[config.mk]
export PLATFORM = sky130hd
export DESIGN_NAME = pwm_seno_multicanal
export DESIGN_NICKNAME = d
export VERILOG_FILES = /design/src/rtl/pwm_seno_multicanal.sv
export SDC_FILE = /design/constraint.sdc
export NUM_CORES = 1
export LEC_CHECK = 0
export ABC_AREA = 1
export CORE_UTILIZATION = 25
export CTS_BUF_LIST = sky130_fd_sc_hd__clkbuf_16
export CTS_CLUSTER_DIAMETER = 80
export DETAILED_ROUTE_END_ITERATION = 8
export HOLD_SLACK_MARGIN = 0.03
export PLACE_DENSITY = 0.46
export SETUP_SLACK_MARGIN = 0.3
export SYNTH_ARGS = -nofsm -noshare
export SYNTH_HDL_FRONTEND = slang
export SYNTH_SLANG_ARGS = --single-unit
[constraint.sdc]
create_clock -name clk -period 4.1 [get_ports clk]
set_clock_uncertainty 0.1 [all_clocks]
set_input_delay 0.41 -clock clk [delete_from_list [all_inputs] [get_ports clk]]
set_output_delay 0.41 -clock clk [all_outputs]
set_load 0.05 [all_outputs]
[src/rtl/pwm_seno_multicanal.sv]
`default_nettype none
// ============================================================================
// Module   : pwm_seno_multicanal
// Brief    : Multi-channel sine-modulated PWM; one shared carrier and sine-step
//            sequencer, per-channel phase offset into a shared sine table.
// Revision : 1.0 - initial release
// ============================================================================
module pwm_seno_multicanal #(
  parameter  int R       = 6,
  parameter  int CANALES = 3,
  parameter  int PASOS   = 36,
  localparam int IDXW    = $clog2(PASOS)
) (
  input  logic                    clk,
  input  logic                    rst,
  input  logic                    en,
  input  logic                    modo,
  input  logic [R-1:0]            duty_fijo,
  input  logic [15:0]             pasos_por_muestra,
  input  logic [CANALES*IDXW-1:0] fase,
  output logic [CANALES-1:0]      pwm_out,
  output logic                    fin_periodo,
  output logic [IDXW-1:0]         indice
);

  localparam real             c_pi       = 3.14159265358979323846;
  localparam logic [R-1:0]    c_qmax     = {R{1'b1}};
  localparam logic [IDXW-1:0] c_last_idx = IDXW'(PASOS - 1);
  localparam logic [IDXW:0]   c_pasos    = (IDXW+1)'(PASOS);

  function automatic logic [R-1:0] lut_val(input int k);
    real v;
    v = ((2.0 ** R) - 1.0) * (1.0 + $sin(2.0 * c_pi * k / PASOS)) / 2.0 + 0.5;
    return R'($rtoi($floor(v)));
  endfunction

  logic [R-1:0]    r_q;
  logic [15:0]     r_n;
  logic [IDXW-1:0] r_indice;
  logic [R-1:0]    r_ciclo_act [CANALES];
  logic [CANALES-1:0] r_pwm;
  logic            r_fin;

  logic [R-1:0]    w_lut       [PASOS];
  logic [IDXW-1:0] w_idx       [CANALES];
  logic [R-1:0]    w_ciclo_sig [CANALES];
  logic            w_wrap;
  logic [15:0]     w_lim;

  for (genvar k = 0; k < PASOS; k++) begin : g_lut
    assign w_lut[k] = lut_val(k);
  end

  for (genvar c = 0; c < CANALES; c++) begin : g_canal
    logic [IDXW-1:0] w_fase_c;
    logic [IDXW:0]   w_suma;

    // Out-of-range phase offsets fall back to zero instead of indexing past the table.
    assign w_fase_c       = ({1'b0, fase[c*IDXW +: IDXW]} >= c_pasos) ? '0 : fase[c*IDXW +: IDXW];
    assign w_suma         = {1'b0, r_indice} + {1'b0, w_fase_c};
    assign w_idx[c]       = (w_suma >= c_pasos) ? IDXW'(w_suma - c_pasos) : w_suma[IDXW-1:0];
    assign w_ciclo_sig[c] = modo ? duty_fijo : w_lut[w_idx[c]];
  end

  assign w_wrap = en & (r_q == c_qmax);
  assign w_lim  = (pasos_por_muestra == 16'd0) ? 16'd0 : pasos_por_muestra - 16'd1;

  always_ff @(posedge clk) begin
    if (rst) begin
      r_q      <= '0;
      r_n      <= '0;
      r_indice <= '0;
      r_pwm    <= '0;
      r_fin    <= 1'b0;
      for (int c = 0; c < CANALES; c++) begin
        r_ciclo_act[c] <= '0;
      end
    end else begin
      r_fin <= w_wrap;
      if (en) begin
        r_q <= r_q + R'(1);
      end
      // Duties are latched only at the carrier wrap so a period is never cut short.
      if (w_wrap) begin
        for (int c = 0; c < CANALES; c++) begin
          r_ciclo_act[c] <= w_ciclo_sig[c];
        end
        if (r_n == w_lim) begin
          r_n      <= '0;
          r_indice <= (r_indice == c_last_idx) ? '0 : r_indice + IDXW'(1);
        end else begin
          r_n <= r_n + 16'd1;
        end
      end
      for (int c = 0; c < CANALES; c++) begin
        r_pwm[c] <= en & (r_q < r_ciclo_act[c]);
      end
    end
  end

  assign pwm_out     = r_pwm;
  assign fin_periodo = r_fin;
  assign indice      = r_indice;

endmodule
`default_nettype wire

==> results of run 1 <==
## layer usage
metal,global-route usage,vias to the layer above,routed length (um)
li1,-,3202,-
met1,0.169,2644,7680
met2,0.221,86,7210
met3,0.0199,9,460
met4,0.0192,0,93
met5,0,-,0
## synthesized netlist by cell type, types with 2 or more instances
cell and instances:
xnor2_1 7, dfxtp_1 32, nand2_2 20, xnor2_2 3, nand2_1 248, inv_2 15, edfxtp_1 18, nand3_2 9
nand4_1 23, xor2_2 2, o21bai_1 3, clkbuf_1 7, nor2_4 5, o21ai_2 2, buf_4 2, nand4_2 2
or2_2 2, o21ai_1 3, nand3b_1 8, nor3_2 3, nor3_1 12, a31oi_1 4, o2111ai_1 3, a21oi_2 2
nor2_2 8, inv_1 138, a21oi_1 54, o21ai_0 16, a21boi_0 3, nand2_4 3, fa_1 3, nand3_1 94
ha_1 67, nor2_1 98, xor2_1 25
## registers in the layout, summed over array words and instances, names as in the netlist
signal       cells
indice           6
pwm_out          3
r_q              6
r_n             16
fin_periodo      1
r_ciclo_act     18
## power breakdown
group | leakage [nW] | internal (mW) | total (mW) | switching, mW
logic | 3.03 | 0.191 | 0.487 | 0.296
registers | 0.444 | 0.522 | 0.528 | 0.00529
clock network | 0.0751 | 0.230 | 0.431 | 0.202
total | 3.55 | 0.943 | 1.45 | 0.503
## cell type report
| class | count | area (um^2) |
|---|---|---|
| inverter | 154 | 578 |
| clock buffer | 5 | 125 |
| multi-input combinational | 740 | 4370 |
| fill | 2582 | 16400 |
| timing repair buffer | 70 | 658 |
| sequential | 50 | 1180 |
| clock inverter | 3 | 21.3 |
| tap | 319 | 399 |
## cell families (layout without fill, tap and decap cells)
logic type / after synthesis / count (layout) / share of synthesized area
AO/OA/AOI/OAI: 93 / 93 / 0.0852
XOR/XNOR: 38 / 38 / 0.0637
AND/OR/NAND/NOR: 539 / 539 / 0.408
adder cells (fa/ha/maj): 70 / 70 / 0.147
flip-flops: 50 / 50 / 0.193
buffers and inverters: 164 / 232 / 0.103
## critical path, stage by stage
cell	delay (ns)
clkdlybuf4s50_1	0.50
inv_1	0.06
a31oi_1	0.18
nor2_1	0.06
ha_1	0.21
fa_1	0.43
xnor2_2	0.19
inv_1	0.10
ha_1	0.20
nand2_1	0.05
nand4_1	0.11
nand2_2	0.12
nand2_2	0.09
nand2_1	0.08
nand2_2	0.12
nor2_2	0.22
nand3_1	0.13
nand3_1	0.10
nand2_1	0.06
a21oi_1	0.15
## through the flow
step	area, um^2	cells	hold WS (ns)
floorplan	6110	954	0.387
global placement	7090	1329	0.418
detailed placement	7090	1329	0.417
CTS	7230	1337	0.429
global route	7330	1341	0.461
finish	7330	1341	0.425
## worst paths after layout
path,to,cells after the start,slack [ns]
setup / recovery,r_ciclo_act[0][10]$_SDFFCE_PN0P_,20,0.56
hold / removal,r_n[1]$_SDFFE_PP0P_,2,0.42
setup reg to reg,r_ciclo_act[0][12]$_SDFFCE_PN0P_,15,0.92
hold reg to reg,r_n[1]$_SDFFE_PP0P_,2,0.42
## what timing repair did
item	in CTS	in global routing
buffers inserted	0	4
gates resized for setup	0	16
setup endpoints to repair	0	17
==> metrics.yaml, run 1 <==
status: "complete, no violations"
cp-startpoint: "fase[11]"
gp_congestion: 0.817
die_area_um2: 25100
power_mw: 1.45
required_ns: 4.13
vias_per_cell: 4.43
syn_nets: 1068
post-route-period-util: 0.864
path_clk_slew_ns: 0.07
cp-end-kind: "flop"
clkLatencyLatePin_ns: 0.30
synth_top_cell_area_share: 0.152
synth_edf_count: 18
worst_pin_slew_ns: 0.710
yosys_warnings: 0
rows: 56
p_leak_nw: 3.55
dp_slack_ns: 0.168
grt_pass1_wl_um: 26000
dp_hpwl_um: 12500
grt.total_usage: 0.128
synthFlopType: "dfxtp_1"
worstHoldStart: "r_n[1]$_SDFFE_PP0P_"
synth_cells: 954
diodes: 0
cts_buffers: 5
clockBufferDepth: 2
grt_max_degree: 26
fin_crit_ns: 3.54
first_global_vias: 5547
cts_sinks: 50
yosysSeqAreaShare: 0.193
hold_viol_final: 0
drive_gt1_frac: 0.114
slew_headroom: 0.526
numPortBuffers: 53
peakVddDrop_uv: 149
grt-ovfl-total: 0
fin_util: 0.309
antenna_found_initial: 0
final_common_cell: "nand2_1"
drt-initial-drc-count: 303
ctsHoldBuffers: 0
crit_type: "primary input to flop"
root_buffer: "clkbuf_16"
max_cap_violations: 0
final_cell_mix: "nand2_1 (244), inv_1 (138), nor2_1 (98)"
setup_viol: 0
yosysUniqueCellTypes: 45
syn-cell-area_um2: 6110
drv_slew: 0
area_delta_synth_final_pct: 19.9
setup_tns_ns: 0
startpoint_type: "primary input"
wl_um: 15400
ant_nets: 0
vias: 5941
cp_max_fo: 7
io_pins: 54
r2r_start: "indice[0]$_SDFFE_PP0P_"
netlist_top_cells_area: "nand2_1 (15%), ha_1 (14%), dfxtp_1 (10%), edfxtp_1 (8.8%), inv_1 (8.5%)"
first_pass_iters: 5
grt_setup_unrepaired: "yes"
drc_errors: 0
fp.dieW_um: 158
cts_tree: "built"
fp.dieH_um: 158
power-per-cell-area_nw_per_um2: 197
syn_area_per_cell_um2: 6.41
cp.arrival_ns: 3.57
ys_seq_elements: 50
synth.largest_area_cell: "nand2_1"
cts_max_level: 2
core_um2: 23800
wl_per_cell_um: 11.5
fmax_mhz: 282
setup_ws_ns: 0.560
start_util: 0.257
synthArstFlopShare: 0
min-delay-path-class: "flop to flop"
finalNetCount: 1135
No activity file was read; power rests on OpenSTA's default activity.
==> inputs of run 2 (changes only) <==
CORE_ASPECT_RATIO = 1.4   (was unset)
TNS_END_PERCENT = 50   (was unset)
==> run 2 against run 1 <==
  * Utilization shrank 0.21 points
  * Sequential cell count is the same
  * Worst setup slack gained 0.0072 ns
==> metrics.yaml, run 2 (synthesis gave the netlist of run 1 again) <==
ctsHoldBuffers: 0  # unchanged
die_area_um2: 25100  # about the same
worst_pin_slew_ns: 0.772  # was 0.710 ns
core_um2: 24000  # was 23800 um^2
fp.dieH_um: 187  # was 158 um
crit_type: "primary input to flop"  # unchanged
clockBufferDepth: 2  # unchanged
start_util: 0.255  # was 0.257
path_clk_slew_ns: 0.08  # was 0.07 ns
setup_viol: 0  # unchanged
root_buffer: "clkbuf_16"  # unchanged
top_register: "r_ciclo_act"  # unchanged
hold_viol_final: 0  # unchanged
multiInputGateArea_um2: 4370  # unchanged
antenna_found_initial: 0  # unchanged
grt.total_usage: 0.141  # was 0.128
peakVddDrop_uv: 181  # was 149 uV
cp-end-kind: "flop"  # unchanged
layoutNonFillerInstCount: 1335  # was 1341
combPwrFrac: 0.336  # was 0.337
clkLatencyLatePin_ns: 0.30  # about the same
dp.cells: 1324  # was 1329
first_pass_iters: 5  # unchanged
area_delta_synth_final_pct: 20.2  # was 19.9%
power.internal_mw: 0.949  # was 0.943 mW
cp-startpoint: "fase[5]"  # was fase[11]
setup_ws_ns: 0.567  # was 0.560 ns
drt-initial-drc-count: 225  # was 303
critPathCapture: "r_ciclo_act[0][3]$_SDFFCE_PN0P_"  # was r_ciclo_act[0][10]$_SDFFCE_PN0P_
required_ns: 4.13  # about the same
drc_errors: 0  # unchanged
switchingPower_mw: 0.527  # was 0.503 mW
clockPowerShare: 0.306  # was 0.298
ant_nets: 0  # unchanged
fp.dieW_um: 134  # was 158 um
startpoint_type: "primary input"  # unchanged
fmax_mhz: 283  # was 282 MHz
cts_max_level: 2  # unchanged
wl_um: 17000  # was 15400 um
grt-ovfl-total: 0  # unchanged
dp_slack_ns: 0.145  # was 0.168 ns
vias: 6092  # was 5941
finalNetCount: 1138  # was 1135
r2r_slack_ns: 0.82  # was 0.92 ns
cp.arrival_ns: 3.56  # was 3.57 ns
p_leak_nw: 3.56  # was 3.55 nW
top_regs: "r_ciclo_act (18), r_n (16)"  # unchanged
setup_tns_ns: 0  # unchanged
rows: 67  # was 56
drv_slew: 0  # unchanged
area.sequential_um2: 1180  # unchanged
fin_crit_ns: 3.53  # was 3.54 ns
reg2regPathDepth: 16  # was 15
post-route-period-util: 0.862  # was 0.864
wl_per_cell_um: 12.7  # was 11.5 um
power-per-cell-area_nw_per_um2: 201  # was 197 nW/um^2
final_common_cell: "nand2_1"  # unchanged
io_pins: 54  # unchanged
first_global_vias: 6206  # was 5547
seqPwrFrac: 0.357  # was 0.365
grt_setup_unrepaired: "yes"  # unchanged
status: "complete, no violations"  # unchanged
grt_pass1_wl_um: 29200  # was 26000 um
cp_max_fo: 6  # was 7
r2r_end: "r_ciclo_act[0][8]$_SDFFCE_PN0P_"  # was r_ciclo_act[0][12]$_SDFFCE_PN0P_
final_cell_mix: "nand2_1 (245), inv_1 (138), nor2_1 (95)"  # was nand2_1 (244), inv_1 (138), nor2_1 (98)
switching_share: 0.357  # was 0.348
diodes: 0  # unchanged
r2r_start: "indice[0]$_SDFFE_PP0P_"  # unchanged
numPortBuffers: 53  # unchanged
drive_gt1_frac: 0.119  # was 0.114
gp_congestion: 0.883  # was 0.817
fill_cells: 2739  # was 2582
cts_buffers: 5  # unchanged
min-delay-path-class: "flop to flop"  # unchanged
largest_reg_flops: 18  # unchanged
grt_max_degree: 20  # was 26
max_cap_violations: 0  # unchanged
vias_per_cell: 4.56  # was 4.43
cts_sinks: 50  # unchanged
dp_hpwl_um: 13800  # was 12500 um
slew_headroom: 0.484  # was 0.526
cts_tree: "built"  # unchanged
## run 2: changes by cell type in the layout (fill, tap and decap cells not counted), moves of 2 or more
| cell | previous run | this run |
|---|---|---|
| nor2_1 | 98 | 95 |
| inv_4 | 2 | 0 |
| nor2_2 | 8 | 10 |
| buf_4 | 17 | 20 |
## run 2: worst min path at each step
stage	start	endpoint	slack [ns]	depth (start not counted)
after CTS	r_n[1]$_SDFFE_PP0P_	r_n[1]$_SDFFE_PP0P_	0.43	2
after detailed placement	r_n[1]$_SDFFE_PP0P_	r_n[1]$_SDFFE_PP0P_	0.41	2
after global placement	r_n[1]$_SDFFE_PP0P_	r_n[1]$_SDFFE_PP0P_	0.41	2
after global routing	r_n[0]$_SDFFE_PP0P_	r_n[0]$_SDFFE_PP0P_	0.47	2
final	r_n[1]$_SDFFE_PP0P_	r_n[1]$_SDFFE_PP0P_	0.42	2
after floorplan	r_n[1]$_SDFFE_PP0P_	r_n[1]$_SDFFE_PP0P_	0.39	2
## run 2: cell type report
class                   count  area share
well taps                 310      0.0528
multi-input cells         740       0.594
clock buffers               5      0.0170
clock inverters             3     0.00392
flip-flops and latches     50       0.161
inverters                 154      0.0787
repair buffers             73      0.0926
## run 2: stage by stage
step / instance area, um^2 / hold WS [ns] / total power [mW] / utilization
after floorplan: 6110 / 0.387 / 0.869 / -
after global placement: 7100 / 0.414 / 1.03 / 0.296
after detailed placement: 7100 / 0.414 / 1.02 / 0.296
after CTS: 7260 / 0.426 / 1.48 / 0.303
after global routing: 7350 / 0.469 / 1.58 / 0.306
final: 7350 / 0.423 / 1.48 / 0.306
## run 2: per-layer routing
layer | vias to the layer above | routed length (um) | track usage
met5 | - | 0 | 0
met4 | 0 | 260 | 0.0393
met3 | 24 | 360 | 0.0125
met2 | 111 | 9510 | 0.288
met1 | 2745 | 6880 | 0.149
li1 | 3212 | - | -
## run 2: critical path: stages
cell and delay, ns:
clkdlybuf4s50_1 0.48, inv_1 0.06, a31oi_2 0.17, nor2_1 0.06, ha_1 0.22, fa_1 0.45, xnor2_2 0.18, inv_1 0.10
ha_1 0.20, nand2_1 0.05, nand4_1 0.11, nand2_2 0.15, nand2_4 0.09, nand2_4 0.09, xor2_4 0.24, inv_2 0.09
nor2_2 0.14, a21oi_1 0.09, a21oi_1 0.16
## run 2: timing repair
action / CTS / global route
endpoints found under the setup margin: 0 / 16
setup buffers: 0 / 3
resized for setup: 0 / 18
## run 2: power by group through the flow
stage               Combinational, mW  Clock (mW)  Sequential (mW)
finish                          0.496       0.452            0.527
floorplan                       0.326           0            0.544
global placement                0.490           0            0.539
global route                    0.565       0.484            0.529
CTS                             0.487       0.470            0.528
detailed placement              0.485           0            0.539
==> inputs of run 3 (changes only) <==
GPL_TIMING_DRIVEN = 1   (was unset)
PLACE_DENSITY = unset   (was 0.46)
==> run 3 against run 2 <==
  * Clock-buffer cell count unchanged
  * Combinational power fell by 1%
  * Design area is 0.41% lower
  * First-iteration DRC count rose by 11%
  * Cell count shrank 0.60%
  * Power is 0.17% lower
  * Clock power hardly changed
  * Non-clock buffer count fell by 9
==> metrics.yaml, run 3 (synthesis gave the netlist of run 1 again) <==
first_global_vias: 5746  # was 6206
post_cts_buffers: 0  # unchanged
numPortBuffers: 53  # unchanged
hold_viol_final: 0  # unchanged
grt_max_degree: 26  # was 20
largest_reg_flops: 18  # unchanged
wl_per_cell_um: 11.8  # was 12.7 um
dp_hpwl_um: 12500  # was 13800 um
vias: 6059  # was 6092
cp.depth: 20  # was 19
grt_busiest_layer: "met2"  # unchanged
rows: 67  # unchanged
wl_um: 15600  # was 17000 um
vias_per_cell: 4.57  # was 4.56
top_regs: "r_ciclo_act (18), r_n (16)"  # unchanged
cts_buffers: 5  # unchanged
final_common_cell: "nand2_1"  # unchanged
cp.arrival_ns: 3.59  # was 3.56 ns
gr-usage-met2: 0.240  # was 0.288
min-delay-path-class: "flop to flop"  # unchanged
fin_crit_ns: 3.56  # was 3.53 ns
clkLatencyLatePin_ns: 0.29  # was 0.30 ns
r2r_start: "indice[2]$_SDFFE_PP0P_"  # was indice[0]$_SDFFE_PP0P_
p_leak_nw: 3.54  # was 3.56 nW
grt_setup_unrepaired: "yes"  # unchanged
io_pins: 54  # unchanged
startpoint_type: "primary input"  # unchanged
slew_headroom: 0.503  # was 0.484
finalNetCount: 1130  # was 1138
final_cell_mix: "nand2_1 (245), inv_1 (138), nor2_1 (95)"  # unchanged
core_um2: 24000  # unchanged
clockBufferDepth: 2  # unchanged
ant_nets: 0  # unchanged
drive_gt1_frac: 0.106  # was 0.119
crit_chain: "clkdlybuf4s50_1, inv_1, a31oi_1, buf_4, nor2_1, ha_1, a21oi_2, nand2_1, nand2_1, nand2_2, ha_1, nand2_1, nand4_1, nand2_2, nand3_1, nand2_4, nand2_1, o21ai_0, nand2_1, a21oi_1"  # was clkdlybuf4s50_1, inv_1, a31oi_2, nor2_1, ha_1, fa_1, xnor2_2, inv_1, ha_1, nand2_1, nand4_1, nand2_2, nand2_4, nand2_4, xor2_4, inv_2, nor2_2, a21oi_1, a21oi_1
max_cap_violations: 0  # unchanged
grt.total_usage: 0.126  # was 0.141
cp-end-kind: "flop"  # unchanged
worst_pin_slew_ns: 0.744  # was 0.772 ns
path_delay_family: "simple AND/OR/NAND/NOR gates"  # was adder cells
grt_pass1_wl_um: 26200  # was 29200 um
reg2regPathDepth: 15  # was 16
worstHoldStart: "r_n[1]$_SDFFE_PP0P_"  # unchanged
crit_type: "primary input to flop"  # unchanged
path_clk_slew_ns: 0.07  # was 0.08 ns
area_delta_synth_final_pct: 19.8  # was 20.2%
die_area_um2: 25100  # unchanged
antenna_found_initial: 0  # unchanged
use_met3: 0.0114  # was 0.0125
setup_tns_ns: 0  # unchanged
cts_sinks: 50  # unchanged
required_ns: 4.12  # was 4.13 ns
post-route-period-util: 0.869  # was 0.862
peakVddDrop_uv: 147  # was 181 uV
top_register: "r_ciclo_act"  # unchanged
fmax_mhz: 281  # was 283 MHz
cts_tree: "built"  # unchanged
start_util: 0.255  # unchanged
r2r_slack_ns: 0.83  # was 0.82 ns
drt-initial-drc-count: 250  # was 225
fp.dieH_um: 187  # unchanged
crit_top_cell: "nand2_1"
setup_viol: 0  # unchanged
slowest_delay_ns: 0.48  # about the same
diodes: 0  # unchanged
drc_errors: 0  # unchanged
root_buffer: "clkbuf_16"  # unchanged
cts_max_level: 2  # unchanged
grt_use_met1: 0.146  # was 0.149
grt-ovfl-total: 0  # unchanged
critPathBufInv: 3  # was 4
slowest_stage: "clkdlybuf4s50_1"  # unchanged
cp_max_fo: 9  # was 6
power_mw: 1.47  # was 1.48 mW
whs_path_depth: 2  # unchanged
cp-startpoint: "fase[11]"  # was fase[5]
status: "complete, no violations"  # unchanged
fp.dieW_um: 134  # unchanged
power-per-cell-area_nw_per_um2: 201  # about the same
drv_slew: 0  # unchanged
gp_congestion: 0.944  # was 0.883
first_pass_iters: 5  # unchanged
run 3: cell type report:
| class | instances | area [um^2] |
|---|---|---|
| fill | 2683 | 16700 |
| multi-input combinational | 741 | 4400 |
| sequential | 50 | 1180 |
| timing repair buffer | 64 | 613 |
| inverter | 154 | 578 |
| tap | 310 | 388 |
| clock buffer | 5 | 125 |
| clock inverter | 3 | 37.5 |
run 3: path summary, 6_finish.rpt:
kind,end
max,r_ciclo_act[0][11]$_SDFFCE_PN0P_
min,r_n[1]$_SDFFE_PP0P_
max reg2reg,r_ciclo_act[0][11]$_SDFFCE_PN0P_
min reg2reg,r_n[1]$_SDFFE_PP0P_
run 3: stage by stage:
step,util,setup slack [ns],cells,area (um^2),hold slack [ns]
after floorplan,-,0.752,954,6110,0.387
final,0.305,0.538,1327,7320,0.429
after global routing,0.305,0.256,1327,7320,0.459
after CTS,0.301,0.399,1326,7220,0.433
after detailed placement,0.294,0.0961,1318,7060,0.423
after global placement,0.294,0.127,1318,7060,0.415
run 3: worst reg2reg max path, stage by stage, from the launching register on:
cell	delay, ns
dfxtp_1	0.70
ha_1	0.41
a21oi_2	0.17
nand2_1	0.08
nand2_1	0.07
nand2_2	0.09
ha_1	0.19
nand2_1	0.05
nand4_1	0.10
nand2_2	0.12
nand3_1	0.18
nand2_4	0.16
nand2_1	0.08
o21ai_0	0.30
nand2_1	0.14
a21oi_1	0.15
run 3: repair_timing:
action	CTS	global route
setup endpoints to repair	0	17
hold buffers	0	0
hold endpoints to repair	0	0
resized for setup	0	21
run 3: where the power goes:
| group | internal, mW | total [mW] | switching (mW) |
|---|---|---|---|
| clock network | 0.284 | 0.454 | 0.170 |
| registers | 0.523 | 0.529 | 0.00593 |
| logic | 0.187 | 0.491 | 0.304 |
run 3: layer usage:
metal,vias up,routed length [um]
met1,2736,6800
met5,-,0
met2,108,8060
met3,26,414
li1,3189,-
met4,0,340
